`config.mk`:
```
export PLATFORM = sky130hd
export DESIGN_NAME = ps2_matrix_scanner
export DESIGN_NICKNAME = d
export VERILOG_FILES = /design/src/rtl/ps2_matrix_scanner.sv
export SDC_FILE = /design/constraint.sdc
export NUM_CORES = 1
export LEC_CHECK = 0
export BUFFER_PORTS_ARGS = -buffer_cell sky130_fd_sc_hd__buf_2
export CAP_MARGIN = 20
export CELL_PAD_IN_SITES_DETAIL_PLACEMENT = 0
export CELL_PAD_IN_SITES_GLOBAL_PLACEMENT = 1
export CORE_MARGIN = 2
export CORE_UTILIZATION = 30
export CTS_CLUSTER_DIAMETER = 150
export DETAILED_ROUTE_END_ITERATION = 10
export GPL_ROUTABILITY_DRIVEN = 0
export PLACE_DENSITY_LB_ADDON = 0.1
export SYNTH_ARGS = -nofsm -noshare
export SYNTH_HDL_FRONTEND = slang
export SYNTH_SLANG_ARGS = --single-unit
export TNS_END_PERCENT = 1
```
`constraint.sdc`:
```
create_clock -name clk_sys -period 2.3 [get_ports clk_sys]
set_input_delay 0.46 -clock clk_sys [delete_from_list [all_inputs] [get_ports clk_sys]]
set_output_delay 0.46 -clock clk_sys [all_outputs]
set_load 0.005 [all_outputs]
```
`src/rtl/ps2_matrix_scanner.sv`:
```
// PS/2 set-2 key events -> 8x8 keyboard matrix with active-low row scan and modifier flags.
// Define PS2_MATRIX_HOTRESET_EN to add the F11 hot-reset pulse output (reset_req).
module ps2_matrix_scanner (
  input  logic        clk_sys,
  input  logic        reset,
  input  logic [10:0] ps2_key,
  input  logic [7:0]  addr,
  output logic [7:0]  kb_cols,
  output logic [2:0]  modif
`ifdef PS2_MATRIX_HOTRESET_EN
  ,
  output logic        reset_req
`endif
);

  typedef enum logic [1:0] {IDLE, LOOKUP, UPDATE} state_e;

  typedef struct packed {
    logic       pressed;
    logic       ext;
    logic [7:0] code;
  } key_evt_t;

  typedef struct packed {
    logic       valid;
    logic [2:0] row;
    logic [2:0] col;
    logic [1:0] md;
  } map_ent_t;

  localparam logic [1:0] MOD_NONE  = 2'd0;
  localparam logic [1:0] MOD_SHIFT = 2'd1;
  localparam logic [1:0] MOD_CTRL  = 2'd2;
  localparam logic [1:0] MOD_GRAPH = 2'd3;

  // Key index is {extended, code}; modifier keys carry valid=0 so they never reach the matrix.
  function automatic map_ent_t map_lookup(input logic [8:0] key);
    map_ent_t e;
    e = '0;
    case (key)
      9'h029:  e = '{1'b1, 3'd0, 3'd0, MOD_NONE};   // space
      9'h076:  e = '{1'b1, 3'd0, 3'd2, MOD_NONE};   // esc
      9'h00D:  e = '{1'b1, 3'd0, 3'd3, MOD_NONE};   // tab
      9'h066:  e = '{1'b1, 3'd0, 3'd5, MOD_NONE};   // backspace
      9'h05A:  e = '{1'b1, 3'd0, 3'd6, MOD_NONE};   // enter
      9'h01C:  e = '{1'b1, 3'd5, 3'd1, MOD_NONE};   // A
      9'h032:  e = '{1'b1, 3'd5, 3'd2, MOD_NONE};   // B
      9'h021:  e = '{1'b1, 3'd5, 3'd3, MOD_NONE};   // C
      9'h16B:  e = '{1'b1, 3'd7, 3'd0, MOD_NONE};   // left
      9'h172:  e = '{1'b1, 3'd7, 3'd1, MOD_NONE};   // down
      9'h175:  e = '{1'b1, 3'd7, 3'd2, MOD_NONE};   // up
      9'h174:  e = '{1'b1, 3'd7, 3'd3, MOD_NONE};   // right
      9'h012,
      9'h059:  e = '{1'b0, 3'd0, 3'd0, MOD_SHIFT};
      9'h014,
      9'h114:  e = '{1'b0, 3'd0, 3'd0, MOD_CTRL};
      9'h011,
      9'h111:  e = '{1'b0, 3'd0, 3'd0, MOD_GRAPH};
      default: e = '0;
    endcase
    return e;
  endfunction

  logic            tog_q;
  key_evt_t        fifo_q [2];
  logic [1:0]      wr_ptr_q, rd_ptr_q;
  key_evt_t        work_q;
  map_ent_t        map_q;
  state_e          state_q;
  logic [7:0][7:0] matrix_q;
  logic            ctrl_q, graph_q, shl_q, shr_q;
  logic            ctrl_d, graph_d, shl_d, shr_d;
  logic [7:0]      kb_cols_q;
  logic [2:0]      modif_q;
  logic [7:0]      col_hit;

  logic evt, fifo_empty, fifo_full, push;
  assign evt        = ps2_key[10] ^ tog_q;
  assign fifo_empty = (wr_ptr_q == rd_ptr_q);
  assign fifo_full  = (wr_ptr_q[0] == rd_ptr_q[0]) && (wr_ptr_q[1] != rd_ptr_q[1]);
  // Fullness is judged before this cycle's pop, so an event meeting a full FIFO is dropped.
  assign push       = evt && !fifo_full;

  // NOTE: storage with valid-tracking pointers needs no reset; only the pointers are cleared.
  always_ff @(posedge clk_sys) begin
    if (push) fifo_q[wr_ptr_q[0]] <= '{ps2_key[9], ps2_key[8], ps2_key[7:0]};
  end

  // NOTE: every variable assigned in always_comb gets a default first, otherwise a latch is inferred.
  always_comb begin
    ctrl_d  = ctrl_q;
    graph_d = graph_q;
    shl_d   = shl_q;
    shr_d   = shr_q;
    if (state_q == UPDATE) begin
      case (map_q.md)
        MOD_SHIFT: if (work_q.code == 8'h59) shr_d = work_q.pressed;
                   else                      shl_d = work_q.pressed;
        MOD_CTRL:  ctrl_d  = work_q.pressed;
        MOD_GRAPH: graph_d = work_q.pressed;
        default:   ;
      endcase
    end
  end

  always_comb begin
    col_hit = '0;
    for (int r = 0; r < 8; r++) begin
      if (!addr[r]) col_hit = col_hit | matrix_q[r];
    end
  end

  // NOTE: sequential state uses non-blocking assignments so every register samples pre-edge values.
  always_ff @(posedge clk_sys) begin
    if (reset) begin
      tog_q     <= ps2_key[10];
      wr_ptr_q  <= '0;
      rd_ptr_q  <= '0;
      work_q    <= '0;
      map_q     <= '0;
      state_q   <= IDLE;
      matrix_q  <= '0;
      ctrl_q    <= 1'b0;
      graph_q   <= 1'b0;
      shl_q     <= 1'b0;
      shr_q     <= 1'b0;
      kb_cols_q <= 8'hFF;
      modif_q   <= '0;
    end else begin
      tog_q     <= ps2_key[10];
      ctrl_q    <= ctrl_d;
      graph_q   <= graph_d;
      shl_q     <= shl_d;
      shr_q     <= shr_d;
      modif_q   <= {ctrl_d, graph_d, shl_d | shr_d};
      kb_cols_q <= ~col_hit;
      if (push) wr_ptr_q <= wr_ptr_q + 2'd1;
      case (state_q)
        IDLE: begin
          if (!fifo_empty) begin
            work_q   <= fifo_q[rd_ptr_q[0]];
            rd_ptr_q <= rd_ptr_q + 2'd1;
            state_q  <= LOOKUP;
          end
        end
        LOOKUP: begin
          map_q   <= map_lookup({work_q.ext, work_q.code});
          state_q <= UPDATE;
        end
        UPDATE: begin
          if (map_q.valid) matrix_q[map_q.row][map_q.col] <= work_q.pressed;
          state_q <= IDLE;
        end
        default: state_q <= IDLE;
      endcase
    end
  end

  assign kb_cols = kb_cols_q;
  assign modif   = modif_q;

`ifdef PS2_MATRIX_HOTRESET_EN
  // F11 fires once per physical press; auto-repeat presses are ignored until a release re-arms it.
  logic f11_down_q, reset_req_q;
  always_ff @(posedge clk_sys) begin
    if (reset) begin
      f11_down_q  <= 1'b0;
      reset_req_q <= 1'b0;
    end else begin
      reset_req_q <= 1'b0;
      if (state_q == UPDATE && !work_q.ext && work_q.code == 8'h78) begin
        reset_req_q <= work_q.pressed && !f11_down_q;
        f11_down_q  <= work_q.pressed;
      end
    end
  end
  assign reset_req = reset_req_q;
`endif

endmodule

```
After elaboration in Yosys (flattened, before gate mapping) --
Memories as Yosys holds them, arrays and structs flattened. A register that Yosys moved wholly into a read port is not among the register bits. Index checks and enable logic that the tools add are counted.
Cells by class: reductions and logical operators 11, $lt $le $gt $ge 4, $add $sub $neg 2, equal/unequal tests 28, mux-type cells 28, bitwise logic cells 11
Operator list (number):
- one-hot mux 9 bit (15 select lines) | 1
- two-way mux 8 bit | 9
- bitwise mux 64 bit | 1
- bitwise OR 8 bit | 7
- == test 9 bit, second input constant | 6
- == test 9 x 5 -> 1 bit, second input constant | 4
- == test 9 x 7 -> 1 bit, second input constant | 4
- == test 9 x 6 -> 1 bit, second input constant | 3
- demux 8 bit (select 3 bit) | 1
- two-way mux 1 bit | 13
- == test 9 x 4 -> 1 bit, second input constant | 1
- == test 8 x 7 -> 1 bit, second input constant | 1
- < comparator 3 x 4 -> 1 bit, second input constant | 2
- NOT 8 bit | 1
- == test 2 bit, second input constant | 3
- >= comparator 3 x 1 -> 1 bit, second input constant | 2
- OR reduction 2 bit | 3
- adder 2 x 1 -> 2 bit, second input constant | 2
- == test 2 x 1 -> 1 bit, second input constant | 2
- logical AND 1 bit | 4
- one-hot mux 2 bit (2 select lines) | 1
- AND reduction 2 bit | 2
- demux 1 bit (select 3 bit) | 1
- == test 2 bit | 1
- 9 further kinds | 9
Word-level totals: output and inout bits 11, input bits 21, memory bits (writable) 20, register bits after elaboration 95, memories 1
Memory list:
- fifo_q | words 2, width 10, read ports 1, clocked after memory_dff 1, write ports 1, RTL line 65 | key_evt_t fifo_q [2];

Longest topological paths before layout --
depth after elaboration 16, gate-level depth with buffers 7, mapped depth without buffers 5

Worst setup path before layout --
No wires, ideal clock.
path kind register to register, from reg rd_ptr_q[0], to mem fifo_q[0][0] in the netlist's numbering, enable pin, period minus slack after synthesis 1700 ps, setup slack 600 ps, arrival time 1323 ps, cell stages (with the launch flop) 5, cells stage by stage dfxtp_1 > buf_2 > xnor2_1 > a21oi_1 > nor2b_1
On the way: longest elaborated chain between the ends 6
Ends and longest elaborated chain:
- from (decl) | RTL line 66 | logic [1:0] wr_ptr_q, rd_ptr_q;
- from (signal assigned) | RTL line 142 | rd_ptr_q <= rd_ptr_q + 2'd1;
- == test 1 bit | RTL line 80 | assign fifo_full = (wr_ptr_q[0] == rd_ptr_q[0]) && (wr_ptr_q[1] != rd_ptr_q[1]);
- logical AND 1 bit | RTL line 80
- zero test 1 bit | RTL line 82 | assign push = evt && !fifo_full;
- logical AND 1 bit | RTL line 82
- two-way mux 1 bit | RTL line 86 | if (push) fifo_q[wr_ptr_q[0]] <= '{ps2_key[9], ps2_key[8], ps2_key[7:0]};
- two-way mux 1 bit (not written as such) | RTL line 86
- to (decl) | RTL line 65
Every way passes these cells.

Final worst setup path --
from reg state_q[0], to reg matrix_q[63] in the netlist's numbering
On the way: longest elaborated chain between the ends 2
Ends and longest elaborated chain:
- from (decl) | RTL line 69 | state_e state_q;
- from (signal assigned) | RTL line 121 | state_q <= IDLE;
- from (signal assigned) | RTL line 143 | state_q <= LOOKUP;
- from (signal assigned) | RTL line 148 | state_q <= UPDATE;
- == test 2 bit | RTL line 138 | case (state_q)
- AND reduction 2 bit (no source line)
- to (signal, indexed assignment) | RTL line 151 | if (map_q.valid) matrix_q[map_q.row][map_q.col] <= work_q.pressed;
- to (decl) | RTL line 70 | logic [7:0][7:0] matrix_q;
Every way passes these cells. A chain may end at the register's enable or synchronous reset.

==> results.cfg <==
[setup_path]
cpMaxStageDelayCell = and4_1
worst_ep_required_time_ns = 2.58
path_max_fanout = 15
crit_chain = and2b_1 -> and4_1 -> nand2b_1 -> mux2i_1 -> nor2_1
end_kind = flop
cp.buffers_inverters = 0
crit_type = reg2reg
crit_family = simple AND/OR/NAND/NOR gates
cp-start-kind = flop
crit_arrival_ns = 2.07
max_stage_delay_ns = 0.63

[clock_network]
clk_pin_slew_worst_paths_ns = 0.05
htree_num_levels = 4
clock-root-buffer = clkbuf_16
cts.sinks = 122
cts_resized = 0
cts_buffer_depth = 2
cts_tree = done
cts_made_buffers = 17
post_cts_buffers = 0
clock_latency_ns = 0.41
cts_hold_buffers = 0

[layout]
design_area_um2 = 6110
drive_gt1_frac = 0.135
layout_commonest_cell = dfxtp_1
layout_common_cells = 102 x dfxtp_1, 81 x nor2_1, 65 x inv_1
num-fill-cells = 1719
finish.utilization = 0.367
instances_no_fill = 837
area_delta_synth_final_pct = 19.0
n_antenna_cell = 0
nets = 625

[floorplanning]
die_area_um2 = 18200
core_area_um2 = 16600
io_pins = 32
rows = 47
die_h_um = 135
die_w_um = 135
initial_core_util = 0.308

[timing]
hold_viol_final = 0
min_period_ns = 1.79
fin_setup_tns_ns = 0
fmax_mhz = 557
fin_skew_ns = 0.00793
tightest_slew_ns = 0.679
setup_viol = 0
relSlewSlack = 0.547
drv_slew = 0
period_share = 0.780
grt_setup_unrepaired = false

[placement]
place_hpwl_um = 8380
io_buffers = 31
placed_cells = 805
placed_cell_area_um2 = 5460

[synthesis]
yosys_warnings = 0
synth_area_um2 = 5130
async_flop_share = 0
yosysUniqueCellTypes = 55
ys_ff_latch = 122
netlist_instances = 588
synth_ff_type = dfxtp_1
syn_area_per_cell_um2 = 8.72
synth_nets = 609
synth_edf_count = 20
yosysSeqAreaShare = 0.515

[global_route]
grt_util_all_layers = 0.147
grt_pass1_vias = 3762
grt_max_degree = 88
grt_overflow = 0
grt_pass1_wl_um = 20400
antenna_found_initial = 0

[routing]
vias = 3955
first_pass_iters = 5
ant_nets = 0
post_drt_wl_per_cell_um = 15.2
wl_um = 12700
drc = 0
drt-initial-drc-count = 237
vias_per_cell = 4.73

[pwr]
power.density_nw_per_um2 = 1100
ir_drop_mv = 0.578
p_leak_nw = 2.07

[min_path]
hold_path_class = in2reg

[run]
cap_violations = 0

[status]
outcome = finished clean
[flip-flops by register name, summed over array words and instances, names as in the netlist]
| signal | flops |
|---|---|
| shl_q | 1 |
| map_q | 8 |
| kb_cols | 8 |
| work_q | 10 |
| rd_ptr_q | 2 |
| modif | 2 |
| state_q | 2 |
| tog_q | 1 |
| wr_ptr_q | 2 |
| matrix_q | 64 |
| fifo_q | 20 |
| ctrl_q | 1 |
| shr_q | 1 |
[Yosys cell counts (all sizes together), types with 4 or more instances]
cell type	instances	area share
nand3	17	0.017
nand3b	4	0.0059
buf	17	0.018
and2	5	0.0063
nand2b	4	0.0063
a211oi	11	0.017
clkbuf	30	0.023
o22ai	32	0.039
inv	65	0.048
mux2i	18	0.035
edfxtp	20	0.12
nor4	4	0.0049
nand2	53	0.039
nor2b	5	0.0061
o41ai	9	0.017
dfxtp	102	0.40
a21oi	36	0.035
and3b	5	0.0085
xnor2	7	0.012
o21ai	21	0.020
nor2	81	0.059
[layout make-up]
| class | instances | area [um^2] | share of cell area |
|---|---|---|---|
| sequential | 122 | 2640 | 0.433 |
| multi-input combinational | 354 | 2030 | 0.333 |
| clock buffer | 26 | 509 | 0.0834 |
| clock inverter | 6 | 135 | 0.0221 |
| tap | 220 | 275 | 0.0451 |
| inverter | 65 | 244 | 0.0400 |
| timing repair buffer | 44 | 265 | 0.0434 |
[layer usage]
metal / track usage / part of all wire
met1: 0.197 / 0.49
met2: 0.231 / 0.46
met3: 0.0338 / 0.032
met4: 0.0544 / 0.013
met5: 0 / 0
[worst reg2reg max path, delay by kind of cell, from the launching register on]
family           cells  cell delay [ns]
muxes                1             0.17
DFF                  1             0.33
and+or+nand+nor      4             1.17
[final timing paths]
kind	startpoint	to	slack, ns	cells after the start
setup / recovery	state_q[0]$_SDFFE_PP0P_	matrix_q[63]$_SDFFE_PP0P_	0.51	5
hold reg to reg	matrix_q[14]$_SDFFE_PP0P_	matrix_q[14]$_SDFFE_PP0P_	0.43	2
setup reg to reg	state_q[0]$_SDFFE_PP0P_	matrix_q[63]$_SDFFE_PP0P_	0.51	5
hold / removal	ps2_key[10]	tog_q$_DFF_P_	0.17	1
[report_power, final]
| group | total [mW] | switching [mW] | internal [mW] |
|---|---|---|---|
| clock network | 2.89 | 0.927 | 1.96 |
| logic | 1.11 | 0.636 | 0.476 |
| registers | 2.71 | 0.311 | 2.40 |
[stage by stage]
step | hold slack [ns] | total power, mW | setup WS, ns
2_1_floorplan | 0.416 | 3.54 | 0.600
3_3_place_gp | 0.426 | 3.88 | 0.517
3_5_place_dp | 0.427 | 3.89 | 0.509
4_1_cts | 0.158 | 6.81 | 0.499
5_1_grt | 0.155 | 7.07 | 0.399
6_report | 0.174 | 6.71 | 0.506
[cell families after synthesis]
| group | Yosys count | synth area share |
|---|---|---|
| buf+inv | 112 | 0.0883 |
| mux | 18 | 0.0351 |
| xor+xnor | 9 | 0.0154 |
| flops | 122 | 0.515 |
| simple gates | 205 | 0.196 |
| compound gates | 122 | 0.150 |
(Power assumes the default switching activity.)
